==> config.mk <==
export PLATFORM = sky130hd
export DESIGN_NAME = fpu_ieee_to_fp80_conv
export DESIGN_NICKNAME = d
export VERILOG_FILES = /design/src/rtl/fpu_ieee_to_fp80_conv.sv
export SDC_FILE = /design/constraint.sdc
export NUM_CORES = 1
export LEC_CHECK = 0
export ABC_AREA = 1
export BUFFER_PORTS_ARGS = -buffer_cell sky130_fd_sc_hd__buf_4
export CAP_MARGIN = 0
export CORE_AREA = 2 2 131 133
export CTS_CLUSTER_SIZE = 40
export DETAILED_ROUTE_END_ITERATION = 10
export DIE_AREA = 0 0 133 135
export SYNTH_ARGS = -nofsm -noshare
export SYNTH_HDL_FRONTEND = slang
export SYNTH_SLANG_ARGS = --single-unit
==> constraint.sdc <==
create_clock -name clk -period 7.2 [get_ports clk]
set_input_delay 1.08 -clock clk [delete_from_list [all_inputs] [get_ports clk]]
set_output_delay 1.08 -clock clk [all_outputs]
set_load 0.01 [all_outputs]
==> src/rtl/fpu_ieee_to_fp80_conv.sv <==
// fpu_ieee_to_fp80_conv
//   Converts an IEEE-754 binary operand {sign, exp[EXP_W], frac[FRAC_W]} to the
//   80-bit extended format {sign, exp[14:0], int bit, frac[62:0]} on the 8087
//   load path. Zero, normal, infinity and NaN results are ready one cycle after
//   acceptance. Denormals are normalised one bit per cycle in the NORM state.
//   Signalling NaNs are quietened and keep their payload.
// Parameters
//   EXP_W   source exponent width (2..15)
//   FRAC_W  source fraction width (2..63)
// Ports
//   clk, reset             clock (rising edge), asynchronous active-high reset
//   in_valid/in_ready      source handshake
//   in_data                source operand
//   out_valid/out_ready    result handshake; out_data held while stalled
//   out_data               80-bit extended result
//   busy                   denormal normalisation in progress
//   exc_flags              {invalid, denormal}, present only when the
//                          FPU_CONV_EXC_EN macro is defined
module fpu_ieee_to_fp80_conv #(
  parameter int EXP_W  = 8,
  parameter int FRAC_W = 23
) (
  input  logic                    clk,
  input  logic                    reset,
  input  logic                    in_valid,
  output logic                    in_ready,
  input  logic [EXP_W+FRAC_W:0]   in_data,
  output logic                    out_valid,
  input  logic                    out_ready,
  output logic [79:0]             out_data,
  output logic                    busy
`ifdef FPU_CONV_EXC_EN
  ,
  output logic [1:0]              exc_flags
`endif
);

  localparam int          BIAS    = (1 << (EXP_W - 1)) - 1;
  localparam logic [14:0] EXP_OFF = 15'(16383 - BIAS);
  localparam logic [63:0] QUIET   = 64'h4000_0000_0000_0000;

  typedef enum logic {IDLE, NORM} state_t;

  state_t r_state, w_state_nxt;

  logic              w_sign;
  logic [EXP_W-1:0]  w_exp;
  logic [FRAC_W-1:0] w_frac;
  logic              w_exp_zero, w_exp_ones, w_frac_zero, w_is_denorm;
  logic [63:0]       w_mant_n, w_mant_d;
  logic [79:0]       w_result;
  logic              w_accept, w_load_direct, w_start_norm, w_load_norm;

  logic              r_sign;
  logic [14:0]       r_exp;
  logic [63:0]       r_mant;
  logic              r_out_valid;
  logic [79:0]       r_out_data;

  assign w_sign      = in_data[EXP_W+FRAC_W];
  assign w_exp       = in_data[FRAC_W +: EXP_W];
  assign w_frac      = in_data[FRAC_W-1:0];
  assign w_exp_zero  = (w_exp == '0);
  assign w_exp_ones  = (w_exp == '1);
  assign w_frac_zero = (w_frac == '0);
  assign w_is_denorm = w_exp_zero && !w_frac_zero;

  // Explicit integer bit above the fraction, fraction left-aligned below it.
  assign w_mant_n = 64'({1'b1, w_frac}) << (63 - FRAC_W);
  // Denormal: the fraction starts left-aligned at bit 63 and is shifted up
  // until its leading one reaches the integer-bit position.
  assign w_mant_d = 64'(w_frac) << (64 - FRAC_W);

  // Single-cycle classes. Inf and NaN share the normal mantissa layout. The
  // fraction MSB lands on bit 62, so OR-ing QUIET forces the quiet bit.
  always_comb begin
    w_result = {w_sign, 15'(w_exp) + EXP_OFF, w_mant_n};
    if (w_exp_zero) begin
      w_result = {w_sign, 79'd0};
    end else if (w_exp_ones) begin
      w_result = {w_sign, 15'h7FFF, w_frac_zero ? w_mant_n : (w_mant_n | QUIET)};
    end
  end

  // State register
  always_ff @(posedge clk or posedge reset) begin
    if (reset) r_state <= IDLE;
    else       r_state <= w_state_nxt;
  end

  // Next-state logic
  always_comb begin
    w_state_nxt = r_state;
    case (r_state)
      IDLE:    if (w_start_norm) w_state_nxt = NORM;
      NORM:    if (w_load_norm)  w_state_nxt = IDLE;
      default: w_state_nxt = IDLE;
    endcase
  end

  // Output / control logic
  always_comb begin
    in_ready      = (r_state == IDLE) && (!r_out_valid || out_ready);
    busy          = (r_state == NORM);
    w_accept      = in_valid && in_ready;
    w_load_direct = w_accept && !w_is_denorm;
    w_start_norm  = w_accept && w_is_denorm;
    w_load_norm   = (r_state == NORM) && r_mant[63];
  end

  // Normalisation work registers
  always_ff @(posedge clk or posedge reset) begin
    if (reset) begin
      r_sign <= 1'b0;
      r_exp  <= '0;
      r_mant <= '0;
    end else if (w_start_norm) begin
      r_sign <= w_sign;
      r_exp  <= EXP_OFF;
      r_mant <= w_mant_d;
    end else if ((r_state == NORM) && !r_mant[63]) begin
      r_mant <= r_mant << 1;
      r_exp  <= r_exp - 15'd1;
    end
  end

  // Single-entry output register. A NORM load never collides with a stalled
  // result because NORM is entered only through a completed handshake.
  always_ff @(posedge clk or posedge reset) begin
    if (reset) begin
      r_out_valid <= 1'b0;
      r_out_data  <= '0;
    end else if (w_load_direct) begin
      r_out_valid <= 1'b1;
      r_out_data  <= w_result;
    end else if (w_load_norm) begin
      r_out_valid <= 1'b1;
      r_out_data  <= {r_sign, r_exp, r_mant};
    end else if (out_ready) begin
      r_out_valid <= 1'b0;
    end
  end

  assign out_valid = r_out_valid;
  assign out_data  = r_out_data;

`ifdef FPU_CONV_EXC_EN
  logic       w_snan;
  logic [1:0] r_exc;

  assign w_snan = w_exp_ones && !w_frac_zero && !w_frac[FRAC_W-1];

  always_ff @(posedge clk or posedge reset) begin
    if (reset)              r_exc <= 2'b00;
    else if (w_load_direct) r_exc <= {w_snan, 1'b0};
    else if (w_load_norm)   r_exc <= 2'b01;
  end

  assign exc_flags = r_exc;
`endif

endmodule
After elaboration in Yosys (flattened, before gate mapping)
Index checks and enable logic that the tools add are counted.
{"block": "classes", "n_addsub": 2, "n_eq_ne": 1, "muxes": 15, "bitwise": 1, "reduce_logical": 17}
{"op": "80-bit 2-to-1 mux", "count": 2}
{"op": "79-bit 2-to-1 mux", "count": 2}
{"op": "64-bit 2-to-1 mux", "count": 2}
{"op": "63-bit 2-to-1 mux", "count": 1}
{"op": "15-bit 2-to-1 mux", "count": 2}
{"op": "23-bit logical NOT", "count": 1}
{"op": "8-bit by 14-bit adder with 15-bit output, second input constant", "count": 1}
{"op": "15-bit by 1-bit subtractor with 15-bit output, second input constant", "count": 1}
{"op": "8-bit equality test, second input constant", "count": 1}
{"op": "8-bit logical NOT", "count": 1}
{"op": "1-bit logical AND", "count": 7}
{"op": "1-bit 2-to-1 mux", "count": 5}
{"op": "1-bit logical NOT", "count": 4}
{"op": "2-bit nonzero test", "count": 2}
{"op": "3-bit nonzero test", "count": 1}
{"op": "1-bit case mux with 2 select lines", "count": 1}
{"op": "1-bit logical OR", "count": 1}
{"op": "1-bit inverter", "count": 1}
{"block": "totals", "register_bits": 162, "in_bits": 36, "out_inout_bits": 83, "elab_cells": 42}

Logic depth before layout (Yosys ltp)
Gate-level depths: netlist of run 1.
{"block": "logic_depth", "ltp_word": 7, "ltp_mapped": 12, "depth_no_buf": 11}

Worst setup path after synthesis of run 1
Ideal clock, no wire load.
{"block": "synth_path", "kind": "input-to-output", "startpoint": "input port out_ready", "endpoint": "output port in_ready", "arrival_ns": 1.261, "t_required_ns": 6.120, "path_slack_ns": 4.859, "path_stages": 2, "path_buffers": 0, "path_cell_list": "nor2_1 -> nor2_2"}
{"block": "synth_via", "elab_chain_len": 2}
{"element": "start: declaration", "line": "29", "text": "input logic out_ready,"}
{"element": "1-bit logical OR", "line": "103", "text": "in_ready = (r_state == IDLE) && (!r_out_valid || out_ready);"}
{"element": "1-bit logical AND", "line": "103"}
{"element": "end: declaration", "line": "26", "text": "output logic in_ready,"}
Every way passes these cells.

Worst setup path in the final report of run 1
{"block": "layout_path", "startpoint": "input port out_ready", "endpoint": "register r_mant[50]"}
{"block": "layout_via", "elab_chain_len": 5, "word_cells_on_any_way": 6, "classes_between": "1 x mux; 5 x reduce/logical"}
{"element": "1-bit logical OR (*)", "line": "103"}
{"element": "1-bit logical AND (*)", "line": "103"}
{"element": "1-bit logical AND (*)", "line": "105", "text": "w_accept = in_valid && in_ready;"}
{"element": "1-bit logical AND (*)", "line": "107", "text": "w_start_norm = w_accept && w_is_denorm;"}
{"element": "64-bit 2-to-1 mux / 2-bit nonzero test (equally long branches)"}
{"element": "end signal: assignment", "line": "120", "text": "r_mant <= w_mant_d;"}
{"element": "end signal: assignment", "line": "122", "text": "r_mant <= r_mant << 1;"}
{"element": "end: declaration", "line": "56", "text": "logic [63:0] r_mant;"}
Mark *: on every way between the ends. The rest lies on a longest branch, timed or not.
A chain may end at the register's enable or synchronous reset.

==> reports/metrics.csv, run 1 <==
stage,metric,value,unit
outcome,status,completed,
critical_path,crit path capture type,flop,
clock_network,post_cts resized,0,
floorplan,Die Wd,133,um
final_layout,NumNets Final,788,
floorplan,core area,16400,um^2
routing,drt initial violations,289,
global_route,first-pass GRT wire length,19.2,mm
critical_path,Most Frequent Cell on Critical Path,inv_2,
critical_path,CP required,7.42,ns
critical_path,startpoint type of the worst setup path,input port,
clock_network,clock buffer depth,2,
final_layout,design area,5700,um^2
floorplan,FP Rows,47,
global_route,Overflow after GRT,0,
yosys,"Seq/Total Area, Yosys",0.418,
yosys,Yosys cell types,29,
floorplan,die height,135,um
floorplan,die area,18000,um^2
yosys,Synth Register Bits,81,
routing,Post-DRT Antenna Nets,0,
routing,first drt pass iteration count,4,
global_route,vias in the first global route,3815,
yosys,Post-Synthesis Cells,688,
final_layout,share of layout cells above drive strength 1,0.156,
placed_design,HPWL after detailed placement,8.00,mm
global_route,largest net degree at the start of global routing,64,
sta,Final setup viols,0,
final_layout,Final Util,0.347,
sta,slew margin rel.,0.305,
power_and_ir_drop,leakage,3.15,nW
critical_path,CP max stage delay,0.75,ns
sta,Slew @ Worst Pin,1.04,ns
final_layout,"Area growth, synth to finish",17.6,%
sta,Final Cycle Share,0.414,
sta,final hold viol count,0,
yosys,Syn Area/Cell,7.04,um^2
clock_network,Root Driver,clkbuf_16,
clock_network,CTS tree,done,
sta,Clock Skews,0.00837,ns
placed_design,GPL Wtd Cong,0.815,
floorplan,Ports,119,
sta,post-route setup TNS,0,ns
sta,min Tclk post-route,2.98,ns
critical_path,Worst Path Arrival,3.20,ns
sta,Slew Limit Fails,0,
sta,Hold Slack,0.486,ns
hold_path,type of the worst min-delay path,flop to flop,
power_and_ir_drop,Peak supply drop,0.110,mV
critical_path,Setup CP Type,input port to flop,
clock_network,hold bufs inserted after CTS,0,
routing,routed len/inst,11.9,um
yosys,Synthesis Warnings,0,
critical_path,crit-path cells,buf_4 > nor2_1 > nor2_2 > nand2_2 > inv_2 > nand3_1 > inv_2 > nand2_1 > o21ai_0 > inv_1,
clock_network,clock sink count,81,
clock_network,CTS Buf Count,9,
floorplan,initial core utilization,0.295,
routing,DRC,0,
routing,Routed Wire Length,11.7,mm
sta,RSZ-0062 raised after global routing,no,
critical_path,Worst path slowest cell,inv_2,
power_and_ir_drop,PwrDens,213,nW/um^2
routing,vias per cell,4.25,
clock_network,H-tree levels,3,
final_layout,Ant. Diodes,0,
placed_design,port bufs,78,
sta,fmax,0.336,GHz
global_route,initial antenna violation count,0,
clock_network,Worst-path clk slew,0.06,ns
clock_network,Clock Latency Late Sink,0.34,ns
critical_path,CP max FO,44,
routing,vias post-DR,4148,
placed_design,DP Area,5390,um^2
global_route,total global-route track usage,0.134,
job,MaxCap Viol Count,0,
yosys,mapped cell area,4850,um^2
clock_network,Post-CTS Repair Setup Buffers,0,
[cells by family (layout without fill, tap and decap cells)]
kind of cell | Yosys count | after routing | share of synthesized area
simple gates | 372 | 372 | 0.337
buf+inv | 180 | 209 | 0.185
flops | 81 | 81 | 0.418
compound gates | 52 | 52 | 0.0540
fa+ha+maj | 1 | 1 | 0.00258
other cells | 1 | 40 | 0.000774
xor+xnor | 1 | 1 | 0.00181
[area by class of cell]
cell class / count / area, um^2
Tap cell: 220 / 275
Sequential cell: 81 / 2030
Multi-Input combinational cell: 466 / 2070
Clock inverter: 6 / 66.3
Inverter: 114 / 429
Fill cell: 1757 / 10700
Timing Repair Buffer: 79 / 593
Clock buffer: 10 / 239
[final timing paths]
check	startpoint	endpoint	slack (ns)	cells after the start
setup / recovery	out_ready	r_mant[50]	4.22	10
hold / removal	out_data[71]	out_data[71]	0.49	2
setup reg to reg	busy	r_mant[50]	4.56	8
hold reg to reg	out_data[71]	out_data[71]	0.49	2
max in group asynchronous	reset	out_data[66]	5.37	3
min in group asynchronous	reset	out_data[68]	0.79	2
[placed cells by master (no fill, tap or decap), types with 2 or more instances in the layout]
cell type | netlist | final
nand2_1 | 238 | 238
inv_1 | 109 | 108
dfrtp_1 | 81 | 81
buf_4 | 46 | 79
nand3_1 | 49 | 49
o21ai_0 | 44 | 44
conb_1 | 1 | 40
nor2_1 | 38 | 38
nand3b_1 | 23 | 23
clkbuf_16 | 0 | 9
inv_2 | 5 | 5
o21ai_1 | 5 | 5
or2_2 | 5 | 5
nor2_4 | 3 | 3
nor2_2 | 3 | 3
nand2_4 | 3 | 3
nor3_1 | 3 | 3
clkinvlp_4 | 0 | 3
nand2_2 | 2 | 2
a21oi_1 | 2 | 2
clkinv_2 | 0 | 2
nand4_1 | 2 | 2
[through the flow]
| step | std cells | setup slack, ns | power (mW) |
|---|---|---|---|
| global placement | 960 | 3.92 | 0.754 |
| floorplan | 727 | 4.04 | 0.671 |
| global route | 976 | 3.95 | 1.28 |
| CTS | 976 | 4.20 | 1.23 |
| detailed placement | 960 | 3.84 | 0.755 |
| finish | 976 | 4.22 | 1.21 |
[metal layers]
layer | part of all wire | wire length [um] | up-vias | track usage
met1 | 0.48 | 5580 | 1910 | 0.187
met4 | 0.0066 | 77 | 0 | 0.0299
li1 | - | - | 2131 | -
met2 | 0.46 | 5410 | 99 | 0.209
met5 | 0 | 0 | - | 0
met3 | 0.051 | 589 | 8 | 0.0353
[report_power, final]
part / switching (mW) / internal (mW)
Sequential: 0.0245 / 0.499
Combinational: 0.122 / 0.0974
Clock: 0.190 / 0.279
[worst max-delay path: cells and delay by family]
family | cells | cell delay (ns)
AND/OR/NAND/NOR | 5 | 0.93
buffers and inverters | 4 | 1.07
AO/OA/AOI/OAI | 1 | 0.11
[Yosys cell counts, drive strengths merged]
| master | number | area share |
|---|---|---|
| nand2 | 243 | 0.19 |
| inv | 114 | 0.088 |
| dfrtp | 81 | 0.42 |
| buf | 64 | 0.096 |
| nand3 | 50 | 0.053 |
| o21ai | 49 | 0.051 |
| nor2 | 44 | 0.040 |
| nand3b | 23 | 0.036 |
| or2 | 7 | 0.0090 |
| nor3 | 3 | 0.0031 |
| a21oi | 2 | 0.0021 |
| clkbuf | 2 | 0.0015 |
| nand4 | 2 | 0.0026 |
| conb | 1 | 0.00077 |
| ha | 1 | 0.0026 |
| o22ai | 1 | 0.0013 |
| xor2 | 1 | 0.0018 |
[sequential cells by signal (all words and copies together) (netlist names)]
signal     flops
busy           1
out_data      40
out_valid      1
r_exp         15
r_mant        23
r_sign         1
No activity file was read; power rests on OpenSTA's default activity.
==> run 2: changes to the inputs <==
==> constraint.sdc (replaced) <==
create_clock -name clk -period 2.98 [get_ports clk]
set_input_delay 0.447 -clock clk [delete_from_list [all_inputs] [get_ports clk]]
set_output_delay 0.447 -clock clk [all_outputs]
set_load 0.01 [all_outputs]
==> reports/metrics.csv, run 2 (synthesis gave the netlist of run 1 again) <==
stage,metric,value,unit,change
final_layout,"most common cell after layout, fill and taps aside",nand2_1,,
critical_path,cell depth of the worst setup path,8,,-2
sta,Slew @ Worst Pin,0.794,ns,-0.248 ns
critical_path,crit path capture type,flop,,
placed_design,GPL Wtd Cong,0.805,,-1.3%
final_layout,Ant. Diodes,0,,unchanged
clock_network,Root Driver,clkbuf_16,,
floorplan,FP Rows,47,,unchanged
routing,Routed Wire Length,12.0,mm,+2.6%
clock_network,Post-CTS Repair Setup Buffers,0,,unchanged
placed_design,port bufs,78,,unchanged
job,MaxCap Viol Count,0,,unchanged
power_and_ir_drop,PwrDens,511,nW/um^2,+140%
critical_path,CP max FO,44,,unchanged
critical_path,R2R cell count,8,,unchanged
critical_path,CP required,3.21,ns,-4.21 ns
critical_path,Crit path max-delay family,buffers and inverters,,
critical_path,Setup CP Type,flop to flop,,
final_layout,number of flip-flops under the largest register name,40,,unchanged
critical_path,Worst path slowest cell,inv_2,,
clock_network,Clock Latency Late Sink,0.34,ns,about the same
final_layout,most frequent cells in the layout,"nand2_1, inv_1, buf_4, dfrtp_1, nand3_1",,
global_route,first-pass GRT wire length,19.5,mm,+1.5%
sta,Final setup viols,0,,unchanged
sta,RSZ-0062 raised after global routing,no,,
sta,fmax,0.484,GHz,
sta,Setup WS post-layout,0.913,ns,-3.31 ns
critical_path,CP bufs+invs,3,,-1
sta,Clock Skews,0.0103,ns,+0.00191 ns
routing,vias per cell,4.21,,-1.0%
critical_path,Most Frequent Cell on Critical Path,inv_2,,
power_and_ir_drop,leakage,3.18,nW,+1.1%
sta,final hold viol count,0,,unchanged
global_route,vias in the first global route,3798,,-0.45%
floorplan,die area,18000,um^2,unchanged
clock_network,CTS Buf Count,9,,unchanged
clock_network,hold bufs inserted after CTS,0,,unchanged
critical_path,crit-path cells,nor2_2 > nand2_2 > inv_2 > nand3_1 > inv_2 > nand2_1 > o21ai_0 > inv_1,,
power_and_ir_drop,Peak supply drop,0.295,mV,+170%
sta,Final Cycle Share,0.694,,
routing,drt initial violations,269,,-6.9%
sta,min Tclk post-route,2.07,ns,
sta,Slew Limit Fails,0,,unchanged
hold_path,type of the worst min-delay path,input port to async pin,,
outcome,status,completed,,
clock_network,CTS tree,done,,
critical_path,Worst Path Arrival,2.29,ns,-0.91 ns
global_route,initial antenna violation count,0,,unchanged
routing,routed len/inst,12.2,um,+2.2%
final_layout,fillers,1788,,+1.8%
final_layout,NumNets Final,793,,+0.63%
clock_network,post_cts resized,0,,unchanged
sta,slew margin rel.,0.470,,+0.165
clock_network,clock sink count,81,,unchanged
clock_network,Worst-path clk slew,0.07,ns,about the same
routing,first drt pass iteration count,4,,unchanged
clock_network,clock buffer depth,2,,unchanged
critical_path,CP max stage delay,0.53,ns,-0.22 ns
placed_design,pre-CTS setup slack,0.633,ns,-3.21 ns
floorplan,core area,16400,um^2,unchanged
global_route,largest net degree at the start of global routing,64,,unchanged
floorplan,die height,135,um,unchanged
clock_network,H-tree levels,3,,unchanged
routing,vias post-DR,4123,,-0.60%
critical_path,startpoint type of the worst setup path,flop,,
floorplan,initial core utilization,0.295,,unchanged
routing,Post-DRT Antenna Nets,0,,unchanged
floorplan,Ports,119,,unchanged
global_route,total global-route track usage,0.137,,+0.00331
placed_design,HPWL after detailed placement,8.38,mm,+4.8%
floorplan,Die Wd,133,um,unchanged
routing,DRC,0,,unchanged
sta,post-route setup TNS,0,ns,unchanged
final_layout,share of layout cells above drive strength 1,0.159,,+0.00313
global_route,Overflow after GRT,0,,unchanged
final_layout,"Area growth, synth to finish",18.4,%,
[run 2: layout make-up]
| type | count | area [um^2] | area share |
|---|---|---|---|
| multi-input combinational | 466 | 2070 | 0.360 |
| sequential | 81 | 2030 | 0.353 |
| timing repair buffer | 84 | 643 | 0.112 |
| inverter | 114 | 429 | 0.0748 |
| tap | 220 | 275 | 0.0480 |
| clock buffer | 12 | 256 | 0.0447 |
| clock inverter | 3 | 40.0 | 0.00698 |
[run 2: power by group]
part	internal (mW)	total (mW)	switching, mW
registers	1.21	1.27	0.0656
logic	0.238	0.533	0.295
clock network	0.688	1.12	0.437
total	2.13	2.93	0.798
[run 2: per-layer routing]
| metal | share of wire | track usage |
|---|---|---|
| met1 | 0.48 | 0.184 |
| met2 | 0.45 | 0.217 |
| met3 | 0.057 | 0.0413 |
| met4 | 0.012 | 0.0358 |
| met5 | 0 | 0 |
[run 2: final timing paths]
kind                           start           end  slack (ns)
max                             busy    r_mant[59]        0.91
min                            reset  out_data[65]        0.19
max reg2reg                     busy    r_mant[59]        0.91
min reg2reg                   r_sign        r_sign        0.48
max in group asynchronous      reset  out_data[45]        2.12
min in group clk           out_ready     out_valid        0.30
[run 2: worst reg2reg max path: stages, from the launching register on]
cell,delay (ns)
dfrtp_1,0.49
nor2_2,0.20
nand2_2,0.10
inv_2,0.19
nand3_1,0.14
inv_2,0.53
nand2_1,0.13
o21ai_0,0.12
inv_1,0.06
[run 2: through the flow]
step                      power (mW)   util  area [um^2]  hold slack, ns  cells
final                           2.93  0.350         5740           0.186    980
after global routing            3.11  0.350         5740           0.243    980
after CTS                       2.98  0.350         5740           0.209    980
after detailed placement        1.83  0.332         5440           0.465    965
after global placement          1.83  0.332         5440           0.470    965
after floorplan                 1.62      -         4990           0.449    727
==> run 3: changes to the inputs <==
==> constraint.sdc (replaced) <==
create_clock -name clk -period 1.9 [get_ports clk]
set_input_delay 0.285 -clock clk [delete_from_list [all_inputs] [get_ports clk]]
set_output_delay 0.285 -clock clk [all_outputs]
set_load 0.01 [all_outputs]
==> reports/metrics.csv, run 3 (synthesis gave the netlist of run 1 again) <==
stage,metric,value,unit,change
critical_path,Worst Path Arrival,1.88,ns,-0.41 ns
sta,Slew Limit Fails,0,,unchanged
power_and_ir_drop,Sw Ratio,0.270,,-0.00227
placed_design,pre-CTS setup slack,0.102,ns,-0.531 ns
hold_path,type of the worst min-delay path,input port to flop,,
outcome,status,completed,,
routing,Routed Wire Length,12.2,mm,+2.1%
power_and_ir_drop,leakage,3.27,nW,+2.7%
final_layout,fillers,1786,,-0.11%
final_layout,NumNets Final,807,,+1.8%
routing,vias post-DR,4160,,+0.90%
sta,Final setup viols,0,,unchanged
critical_path,CP max FO,44,,unchanged
global_route,total global-route track usage,0.141,,+0.00395
floorplan,Ports,119,,unchanged
final_layout,most frequent cells in the layout,"nand2_1, inv_1, buf_4, dfrtp_1, nand3_1",,
critical_path,Setup CP Type,flop to flop,,
sta,post-route setup TNS,0,ns,unchanged
hold_path,hold endpoint,out_valid,,
clock_network,Post-CTS Repair Setup Buffers,0,,unchanged
critical_path,CP required,2.13,ns,-1.08 ns
placed_design,GPL Wtd Cong,0.806,,+0.20%
placed_design,DP Area,5570,um^2,+2.3%
clock_network,CTS Buf Count,9,,unchanged
clock_network,Worst-path clk slew,0.06,ns,about the same
routing,drt initial violations,215,,-20%
floorplan,core area,16400,um^2,unchanged
clock_network,clock sink count,81,,unchanged
sta,Clock Skews,0.00384,ns,-0.00644 ns
routing,DRC,0,,unchanged
routing,routed len/inst,12.3,um,+0.56%
clock_network,Clock Latency Late Sink,0.34,ns,about the same
final_layout,Storage cell area,2030,um^2,unchanged
final_layout,design area,5910,um^2,+3.0%
critical_path,CP Launch Point,out_valid,,
job,MaxCap Viol Count,0,,unchanged
placed_design,HPWL after detailed placement,8.74,mm,+4.4%
floorplan,Die Wd,133,um,unchanged
final_layout,"Area growth, synth to finish",21.9,%,
sta,final hold viol count,0,,unchanged
power_and_ir_drop,part of the power in registers,0.415,,-0.019
sta,Final Cycle Share,0.870,,+0.176
final_layout,Ant. Diodes,0,,unchanged
power_and_ir_drop,PwrDens,812,nW/um^2,+59%
placed_design,# placed instances,978,,+1.3%
routing,Post-DRT Antenna Nets,0,,unchanged
power_and_ir_drop,Psw,1.29,mW,+62%
routing,vias per cell,4.18,,-0.62%
critical_path,crit path capture type,flop,,
sta,Hold Slack,0.140,ns,-0.0454 ns
clock_network,CTS tree,done,,
clock_network,H-tree levels,3,,unchanged
floorplan,initial core utilization,0.295,,unchanged
final_layout,Final Non-Filler Cells,995,,+1.5%
routing,first drt pass iteration count,4,,unchanged
sta,fmax,0.605,GHz,+25%
sta,min Tclk post-route,1.65,ns,-0.415 ns
power_and_ir_drop,internal cell power,3.50,mW,+64%
global_route,initial antenna violation count,0,,unchanged
power_and_ir_drop,Clk pwr share,0.404,,+0.020
critical_path,R2R cell count,10,,+2
global_route,first-pass GRT wire length,20.1,mm,+3.4%
hold_path,Worst Min Path Start,out_ready,,
final_layout,"most common cell after layout, fill and taps aside",nand2_1,,
power_and_ir_drop,Peak supply drop,0.397,mV,+35%
hold_path,worst hold stages,2,,
global_route,largest net degree at the start of global routing,45,,-30%
critical_path,RR Endpoint,r_mant[52],,
final_layout,share of layout cells above drive strength 1,0.175,,+0.0163
sta,Setup WS post-layout,0.248,ns,-0.665 ns
global_route,vias in the first global route,4045,,+6.5%
sta,RSZ-0062 raised after global routing,no,,
final_layout,multi-input logic area,2070,um^2,unchanged
clock_network,Root Driver,clkbuf_16,,
clock_network,clock buffer depth,2,,unchanged
final_layout,number of flip-flops under the largest register name,40,,unchanged
placed_design,port bufs,78,,unchanged
critical_path,reg2reg setup slack,0.25,ns,-0.66 ns
floorplan,FP Rows,47,,unchanged
floorplan,die area,18000,um^2,unchanged
global_route,Overflow after GRT,0,,unchanged
power_and_ir_drop,combinational share of power,0.180,,-0.002
critical_path,reg2reg start,out_valid,,
floorplan,die height,135,um,unchanged
critical_path,startpoint type of the worst setup path,flop,,
[run 3: changes by cell type in the layout (fill, tap and decap cells not counted), sizes merged]
| cell | change |
|---|---|
| buf | +13 |
| clkbuf | -1 |
| clkinv | -1 |
| bufinv | +1 |
| clkinvlp | +2 |
| dlygate4sd3 | +1 |
[run 3: metal layers]
| layer | vias up | routed length (um) | GRT usage |
|---|---|---|---|
| li1 | 2157 | - | - |
| met1 | 1880 | 5490 | 0.179 |
| met2 | 111 | 5830 | 0.245 |
| met3 | 12 | 766 | 0.0330 |
| met4 | 0 | 121 | 0.0317 |
| met5 | - | 0 | 0 |
[run 3: how the worst max path moves through the flow]
stage	to	slack, ns	cells after the start
after floorplan	out_data[63]	0.40	10
after global placement	r_mant[56]	0.13	9
after detailed placement	r_mant[50]	0.10	9
after CTS	r_mant[52]	0.10	10
after global routing	r_mant[51]	0.007	10
final	r_mant[52]	0.25	10
[run 3: power by group through the flow]
stage	clock network, mW	registers, mW	logic [mW]
3_3_place_gp	0	2.02	0.863
5_1_grt	2.05	2.01	0.971
3_5_place_dp	0	2.02	0.875
4_1_cts	1.98	1.99	0.882
2_1_floorplan	0	2.06	0.478
6_report	1.94	1.99	0.865
[run 3: repair_timing]
| item | in CTS | in global routing |
|---|---|---|
| endpoints found under the hold margin | 17 | 0 |
| setup endpoints to repair | 0 | 22 |
| resized for setup | 0 | 2 |
| hold buffers | 1 | 0 |
[run 3: area by class of cell]
class | instances | area share
Clock buffer | 11 | 0.0428
Multi-Input combinational cell | 466 | 0.350
Inverter | 114 | 0.0735
Tap cell | 220 | 0.0466
Sequential cell | 81 | 0.343
Clock inverter | 5 | 0.0131
Timing Repair Buffer | 98 | 0.131
[run 3: per-stage QoR]
step	power, mW	util
after floorplan	2.54	-
after global placement	2.89	0.339
after detailed placement	2.90	0.339
after CTS	4.85	0.360
after global routing	5.03	0.360
final	4.80	0.360
[run 3: critical path, cell delays in order (launching register included)]
cell and delay (ns):
dfrtp_1 0.37, inv_1 0.07, nor2_1 0.06, nor2_2 0.12, nand2_2 0.08, inv_2 0.09
nand3_1 0.14, inv_4 0.33, nand2_1 0.10, o21ai_0 0.11, inv_1 0.06
